[config.mk]
export PLATFORM = sky130hd
export DESIGN_NAME = instr_fetch_unit
export DESIGN_NICKNAME = d
export VERILOG_FILES = /design/src/rtl/instr_fetch_unit_pkg.sv /design/src/rtl/sync_fifo.sv /design/src/rtl/instr_fetch_unit.sv
export SDC_FILE = /design/constraint.sdc
export NUM_CORES = 1
export LEC_CHECK = 0
export ABC_AREA = 1
export BUFFER_PORTS_ARGS = -buffer_cell sky130_fd_sc_hd__buf_2
export CAP_MARGIN = 20
export CORE_MARGIN = 2
export CORE_UTILIZATION = 31
export DETAILED_ROUTE_END_ITERATION = 8
export GPL_TIMING_DRIVEN = 1
export SYNTH_ARGS = -nofsm -noshare
export SYNTH_HDL_FRONTEND = slang
export SYNTH_SLANG_ARGS = --single-unit
[constraint.sdc]
create_clock -name clk -period 5.6 [get_ports clk]
set_input_delay 1.12 -clock clk [delete_from_list [all_inputs] [get_ports clk]]
set_output_delay 1.12 -clock clk [all_outputs]
set_load 0.01 [all_outputs]
[src/rtl/instr_fetch_unit_pkg.sv]
// Shared fetch-stage definitions: FSM encodings, instruction width and default boot PC.
package instr_fetch_unit_pkg;
  typedef enum logic [1:0] {
    IDLE    = 2'd0,
    WAIT    = 2'd1,
    DISCARD = 2'd2
  } fetch_state_e;

  localparam int          INSTR_W          = 32;
  localparam logic [31:0] DEFAULT_RESET_PC = 32'h0000_0000;
endpackage

[src/rtl/sync_fifo.sv]
// Synchronous FIFO with flush; a push is accepted on full when a pop happens in the same cycle.
module sync_fifo #(
  parameter int WIDTH = 64,
  parameter int DEPTH = 4,
  localparam int AW = $clog2(DEPTH)
) (
  input  logic             clk,
  input  logic             reset,
  input  logic             flush,
  input  logic             push,
  input  logic [WIDTH-1:0] push_data,
  input  logic             pop,
  output logic [WIDTH-1:0] head_data,
  output logic [AW:0]      count
);
  localparam logic [AW:0] FULL_CNT = DEPTH[AW:0];

  logic [WIDTH-1:0] mem_q [DEPTH];
  logic [AW-1:0]    wr_ptr_q, wr_ptr_d, rd_ptr_q, rd_ptr_d;
  logic [AW:0]      count_q, count_d;
  logic             do_push, do_pop;

  always_comb begin
    do_pop   = pop & (count_q != '0);
    do_push  = push & ((count_q != FULL_CNT) | do_pop);
    wr_ptr_d = wr_ptr_q;
    rd_ptr_d = rd_ptr_q;
    count_d  = count_q;
    if (flush) begin
      wr_ptr_d = '0;
      rd_ptr_d = '0;
      count_d  = '0;
    end else begin
      if (do_push) wr_ptr_d = wr_ptr_q + 1'b1;
      if (do_pop)  rd_ptr_d = rd_ptr_q + 1'b1;
      case ({do_push, do_pop})
        2'b10:   count_d = count_q + 1'b1;
        2'b01:   count_d = count_q - 1'b1;
        default: count_d = count_q;
      endcase
    end
  end

  always_ff @(posedge clk) begin
    if (!reset) begin
      wr_ptr_q <= '0;
      rd_ptr_q <= '0;
      count_q  <= '0;
    end else begin
      wr_ptr_q <= wr_ptr_d;
      rd_ptr_q <= rd_ptr_d;
      count_q  <= count_d;
    end
  end

  // Storage needs no reset: count gates every read.
  always_ff @(posedge clk) begin
    if (!flush && do_push) mem_q[wr_ptr_q] <= push_data;
  end

  assign head_data = mem_q[rd_ptr_q];
  assign count     = count_q;
endmodule

[src/rtl/instr_fetch_unit.sv]
// Fetch stage: one outstanding req/ack memory request, prefetch FIFO of {pc, instr}, redirect flush.
module instr_fetch_unit
  import instr_fetch_unit_pkg::*;
#(
  parameter int              ADDR_W     = 32,
  parameter int              DATA_W     = INSTR_W,
  parameter int              FIFO_DEPTH = 4,
  parameter logic [ADDR_W-1:0] RESET_PC = ADDR_W'(DEFAULT_RESET_PC)
) (
  input  logic              clk,
  input  logic              reset,
  input  logic              redirect_valid,
  input  logic [ADDR_W-1:0] redirect_pc,
  output logic              mem_req,
  output logic [ADDR_W-1:0] mem_addr,
  input  logic              mem_ack,
  input  logic [DATA_W-1:0] mem_rdata,
  output logic              instr_valid,
  output logic [DATA_W-1:0] instr_data,
  output logic [ADDR_W-1:0] instr_pc,
  input  logic              instr_ready
);
  localparam int          CW       = $clog2(FIFO_DEPTH) + 1;
  localparam int          FW       = ADDR_W + DATA_W;
  localparam logic [CW-1:0] FULL_CNT = FIFO_DEPTH[CW-1:0];

  fetch_state_e      state_q, state_d;
  logic [ADDR_W-1:0] fetch_pc_q, fetch_pc_d, mem_addr_q, mem_addr_d;
  logic              mem_req_q, mem_req_d;
  logic [ADDR_W-1:0] redir_pc, pc_inc;
  logic [CW-1:0]     count, cnt_after;
  logic [FW-1:0]     head;
  logic              push, pop;

  always_comb begin
    state_d    = state_q;
    fetch_pc_d = fetch_pc_q;
    mem_addr_d = mem_addr_q;
    push       = 1'b0;
    pop        = instr_valid & instr_ready & ~redirect_valid;
    redir_pc   = redirect_pc & ~ADDR_W'(3);
    pc_inc     = fetch_pc_q + ADDR_W'(4);
    cnt_after  = pop ? count : count + 1'b1;
    if (redirect_valid) fetch_pc_d = redir_pc;
    case (state_q)
      IDLE: begin
        if (redirect_valid) begin
          state_d    = WAIT;
          mem_addr_d = redir_pc;
        end else if (count < FULL_CNT) begin
          state_d    = WAIT;
          mem_addr_d = fetch_pc_q;
        end
      end
      WAIT: begin
        if (redirect_valid) begin
          // An ack landing with the redirect is stale; otherwise drain it in DISCARD.
          if (mem_ack) mem_addr_d = redir_pc;
          else         state_d    = DISCARD;
        end else if (mem_ack) begin
          push       = 1'b1;
          fetch_pc_d = pc_inc;
          if (cnt_after < FULL_CNT) mem_addr_d = pc_inc;
          else                      state_d    = IDLE;
        end
      end
      DISCARD: begin
        if (mem_ack) begin
          state_d    = WAIT;
          mem_addr_d = redirect_valid ? redir_pc : fetch_pc_q;
        end
      end
      default: state_d = IDLE;
    endcase
    mem_req_d = (state_d != IDLE);
  end

  always_ff @(posedge clk) begin
    if (!reset) begin
      state_q    <= IDLE;
      fetch_pc_q <= RESET_PC;
      mem_addr_q <= RESET_PC;
      mem_req_q  <= 1'b0;
    end else begin
      state_q    <= state_d;
      fetch_pc_q <= fetch_pc_d;
      mem_addr_q <= mem_addr_d;
      mem_req_q  <= mem_req_d;
    end
  end

  sync_fifo #(.WIDTH(FW), .DEPTH(FIFO_DEPTH)) u_fifo (
    .clk       (clk),
    .reset     (reset),
    .flush     (redirect_valid),
    .push      (push),
    .push_data ({fetch_pc_q, mem_rdata}),
    .pop       (pop),
    .head_data (head),
    .count     (count)
  );

  assign mem_req     = mem_req_q;
  assign mem_addr    = mem_addr_q;
  assign instr_valid = (count != '0);
  assign instr_data  = instr_valid ? head[DATA_W-1:0]  : '0;
  assign instr_pc    = instr_valid ? head[FW-1:DATA_W] : '0;
endmodule

# Yosys cells after proc, flatten, opt, wreduce, memory -nomap -nowiden
# Memory sizes are Yosys's and may differ from the RTL's. A register that Yosys moved wholly into a read port is not among the register bits.
# Cells that the tools add are included.
[classes]
div = 0
n_reduce_logical = 9
eq_ne = 9
shifts = 0
add_sub_neg = 5
mux = 31
n_lt_le_gt_ge = 2
n_mul = 0
bitwise = 7
[op_table]
columns = ["op", "n"]
rows = [
  ["32-bit two-way mux", 13],
  ["32-bit case mux with 3 select lines", 1],
  ["32-bit by 3-bit adder with 32-bit output (second input constant)", 1],
  ["2-bit two-way mux", 9],
  ["3-bit != test (second input constant)", 3],
  ["3-bit < comparator (second input constant)", 2],
  ["2-bit case mux with 3 select lines", 1],
  ["3-bit case mux with 2 select lines", 1],
  ["3-bit nonzero test", 2],
  ["1-bit two-way mux", 5],
  ["5-bit AND reduction", 1],
  ["2-bit by 1-bit adder with 2-bit output (second input constant)", 2],
  ["1-bit bitwise AND", 4],
  ["2-bit by 1-bit equality test with 1-bit output (second input constant)", 2],
  ["2-bit equality test (second input constant)", 2],
  ["2-bit != test (second input constant)", 2],
  ["2-bit nonzero test", 2],
  ["3-bit by 1-bit adder with 3-bit output (second input constant)", 1],
  ["3-bit two-way mux", 1],
  ["3-bit by 1-bit subtractor with 3-bit output (second input constant)", 1],
  ["2-bit logical NOT", 1],
  ["1-bit inverter", 2],
  ["2-bit OR reduction", 1],
  ["1-bit logical AND", 1],
  ["other kinds (2)", 2],
]
[totals]
rom_bits = 0
mem_count = 1
out_inout_bits = 98
latch_bits = 0
ram_bits = 256
word_cells = 71
register_bits = 74
inputBits = 69
[mem_list]
columns = ["memory", "words", "width", "rd", "rd_clocked_by_memory_dff", "write_ports", "line", "rtl"]
rows = [
  ["u_fifo.mem_q", 4, 64, 1, 1, 1, "sync_fifo.sv:18", "logic [WIDTH-1:0] mem_q [DEPTH];"],
]

# Logic depth before layout (Yosys ltp)
[logic_depth]
ltp_word = 10
mapped_depth = 12
mapped_depth_nobuf = 12

# Cells and area by module
# From an unflattened synthesis, not the netlist that was laid out.
[unflattened]
cells_unflattened = 1533
hier_area_um2 = 14681.6
[by_module_without_submodules]
columns = ["module", "instances", "area_per_inst_um2", "cells_each"]
rows = [
  ["sync_fifo", 1, 9985.8, 687],
  ["instr_fetch_unit", 1, 4695.8, 846],
]

# Worst setup path before layout
# Ideal clock, no wire load.
[synth_path]
path_kind = "input-to-reg"
startpoint = "input port redirect_valid"
endpoint = "memory u_fifo.mem_q[0][0] (enable)"
stages = 7
arrival_ns = 4.559
slack_ns = 0.555
required_time_ns = 5.114
setup_time_ns = 0.486
cell_sequence = "buf_4 nor2_2 inv_2 nor2_4 buf_4 nand2_4 nor2_1"
[synth_between]
elab_chain_len = 8
word_cells_on_any_way = 11
[synth_rtl]
columns = ["item", "line", "rtl"]
rows = [
  ["from (decl)", "instr_fetch_unit.sv:12", "input logic redirect_valid,"],
  ["1-bit inverter", "instr_fetch_unit.sv:40", "pop = instr_valid & instr_ready & ~redirect_valid;"],
  ["1-bit bitwise AND", "instr_fetch_unit.sv:40", ""],
  ["1-bit bitwise AND", "sync_fifo.sv:24", "do_pop = pop & (count_q != '0);"],
  ["1-bit bitwise OR", "sync_fifo.sv:25", "do_push = push & ((count_q != FULL_CNT) | do_pop);"],
  ["1-bit bitwise AND", "sync_fifo.sv:25", ""],
  ["1-bit logical AND *", "sync_fifo.sv:58", "if (!flush && do_push) mem_q[wr_ptr_q] <= push_data;"],
  ["1-bit two-way mux *", "sync_fifo.sv:58", ""],
  ["1-bit two-way mux (implied by the code) *", "sync_fifo.sv:58", ""],
  ["to (decl)", "sync_fifo.sv:18", ""],
]
# Every way passes the cells marked *; elsewhere a longest branch is shown, timed or not.

==> flow_summary.toml <==
[yosys]
synth-seq-cells = 332
synth_top_area_cell = "edfxtp_1"
synth_top_cell_area_share = 0.5263
syn_inst = 1543
synth_nets = 1621
ys_seq_area_frac = 0.6304
yosysUniqueCellTypes = 41
syn_area_um2 = 14610
ys_warn_count = 0
syn_avg_cell_area_um2 = 9.467
ys_top_cells_by_area = "edfxtp_1 (53%), dfxtp_1 (10%), nor2_1 (9.5%)"

[sta]
finalHoldViolCount = 0
finClkSkew_ns = 0.01855
setup_violations = 0
grt_setup_unrepaired = "no"
finalCritPeriodShare = 0.7204
fmax_mhz = 247.9
timing.final.max_slew_violations = 0
min_period_ns = 4.034
tns_ns = 0
relSlewSlack = 0.3813
worstMarginPinSlew_ns = 0.9280

[clock_network]
holdBufCountCts = 0
cts_tree = "done"
cts_resized = 0
cts.sinks = 332
clk_path_buf_depth = 3
cts_setup_buffers = 0
h-tree-depth = 2
cts_made_buffers = 35
cts.clk_slew.worst_paths_ns = 0.06
insertion_delay_ns = 0.52
cts_root_buf = "clkbuf_16"

[global_route]
grt_pass1_wl_um = 60090
grt_usage = 0.1556
overflow = 0
antenna_found_initial = 0
grt_pass1_vias = 10592
grt_max_degree = 83

[pwr]
ir_worst_vdd_v = 0.0002211
leakage_nw = 6.511
pwr-share-comb = 0.084
p_seq_frac = 0.494
clkPwrFrac = 0.422
switching_share = 0.2324
powerDensity_nw_per_um2 = 329.9
power_report.internal_total_mw = 4.363
p_switching_mw = 1.321

[setup_path]
endpoint_kind = "primary output"
cp_common_cell = "nor2_1"
critPathLaunchType = "flip-flop"
cp.arrival_ns = 2.91
r2r_cells = 8
cp_slowest_cell = "buf_4"
slowest_delay_ns = 0.79
cp_max_fo = 81
path_class = "reg -> out"
crit_chain = "buf_4 -> nor2_1 -> nor2_1 -> o21ai_0 -> a21oi_1 -> buf_2"
critPathRequiredTime_ns = 4.48

[route]
route.detailed.drc = 0
drtPass1Iterations = 5
vias = 11282
first_iter_violations = 931
drt-vias-per-instance = 4.871
drt_wl_total_um = 39380
ant_nets = 0
wl_per_cell_um = 17.00

[floorplanning]
fp.dieH_um = 221.1
die_area_um2 = 48870
coreArea_um2 = 46560
boundaryPins = 167
initial_utilization = 0.3138
dieWidth_um = 221.1
std_cell_rows = 79

[run]
max_cap_violations = 0

[place]
io_buffers = 164
dp_hpwl_um = 24480
gp_congestion = 0.8686

[worst_hold_path]
worstHoldPathType = "reg -> reg"
hold_depth = 2

[finish]
drive_above_1_share = 0.1616
num-nets-final = 1760
syn2layout_area_growth_pct = 17.94
final_util = 0.3700
n_fill_cell = 4642
final_common_cell = "nor2_1"
layout_common_cells = "nor2_1 (367), edfxtp_1 (256), nand2_1 (236)"

[run_status]
status = "complete, no violations"
==> worst max-delay path, delay by kind of cell (launching register included) <==
| family | cells | cell delay (ns) |
|---|---|---|
| buffers and inverters | 2 | 0.99 |
| AOI/OAI and AO/OA | 2 | 0.42 |
| and+or+nand+nor | 2 | 0.23 |
| DFF | 1 | 0.73 |
==> cell usage after synthesis, drive strengths merged <==
| cell type | instances |
|---|---|
| o21ai | 200 |
| a211oi | 3 |
| a221oi | 1 |
| dfxtp | 76 |
| a311oi | 1 |
| o31ai | 5 |
| nand3 | 43 |
| clkinv | 1 |
| o211ai | 3 |
| inv | 89 |
| ha | 9 |
| nor3b | 1 |
| nor3 | 4 |
| clkbuf | 39 |
| nand3b | 1 |
| xnor2 | 1 |
| nand4 | 4 |
| nor2 | 378 |
| xor2 | 7 |
| nand2 | 242 |
| a31oi | 7 |
| a21oi | 120 |
| buf | 40 |
| o21bai | 1 |
| o21a | 2 |
| edfxtp | 256 |
| or2 | 9 |
==> registers in the layout, summed over array words and instances (netlist names), named ones only <==
name,flops
u_fifo.mem_q,256
fetch_pc_q,32
mem_addr,32
u_fifo.count,3
state_q,2
u_fifo.rd_ptr_q,2
u_fifo.wr_ptr_q,2
mem_req,1
==> metal layers <==
layer  up-vias  wire [um]  GRT usage
met3        54       2368    0.02669
met2       377      18340     0.2526
met5         -          0          0
met4         0        734    0.03832
met1      5352      17940     0.2162
li1       5499          -          -
==> worst paths after layout <==
path / slack, ns / to / from
worst max-delay path: 1.57 / instr_pc[19] / flip-flop
worst min-delay path: 0.47 / flip-flop / u_fifo.rd_ptr_q[0]
worst max register to register: 3.05 / u_fifo.mem_q[0][28] / u_fifo.count[0]
worst min register to register: 0.47 / flip-flop / u_fifo.rd_ptr_q[0]
==> final cells by class <==
type	count	area, um^2	area share
diodes	1	2.502	0.0001453
flip-flops and latches	332	9214	0.5348
repair buffers	181	985.9	0.05723
inverters	90	341.6	0.01983
clock buffers	43	978.4	0.05679
multi-input cells	1042	4722	0.2741
well taps	607	759.5	0.04408
clock inverters	20	224.0	0.01300
==> cell families (layout without fill, tap and decap cells) <==
logic type	count (synthesis)	in the layout	synth area share
xor gates and xnor gates	8	8	0.004797
AOI/OAI and AO/OA	343	343	0.1218
adders and majority gates	9	9	0.007709
other	0	1	0
and+or+nand+nor	682	682	0.1869
DFF	332	332	0.6304
buffers and inverters	169	334	0.04839
==> stage by stage <==
step                total power [mW]  cell area [um^2]  hold slack (ns)  std cells  worst slack [ns]
detailed placement             3.336             16020           0.4592       2252             2.047
global placement               3.326             16020           0.4509       2252             2.047
global route                   5.911             17230           0.4988       2315             1.277
CTS                            5.747             17230           0.4707       2315             1.494
floorplan                      3.143             14610           0.4473       1543            0.5547
finish                         5.684             17230           0.4742       2316             1.566
==> power groups by stage <==
| stage | clock [mW] | combinational (mW) | sequential, mW |
|---|---|---|---|
| 6_report | 2.40 | 0.476 | 2.81 |
| 5_1_grt | 2.56 | 0.536 | 2.82 |
| 4_1_cts | 2.46 | 0.479 | 2.81 |
| 3_5_place_dp | 0 | 0.476 | 2.86 |
| 3_3_place_gp | 0 | 0.469 | 2.86 |
| 2_1_floorplan | 0 | 0.294 | 2.85 |
Note: power is estimated with default switching activity, not from simulation.
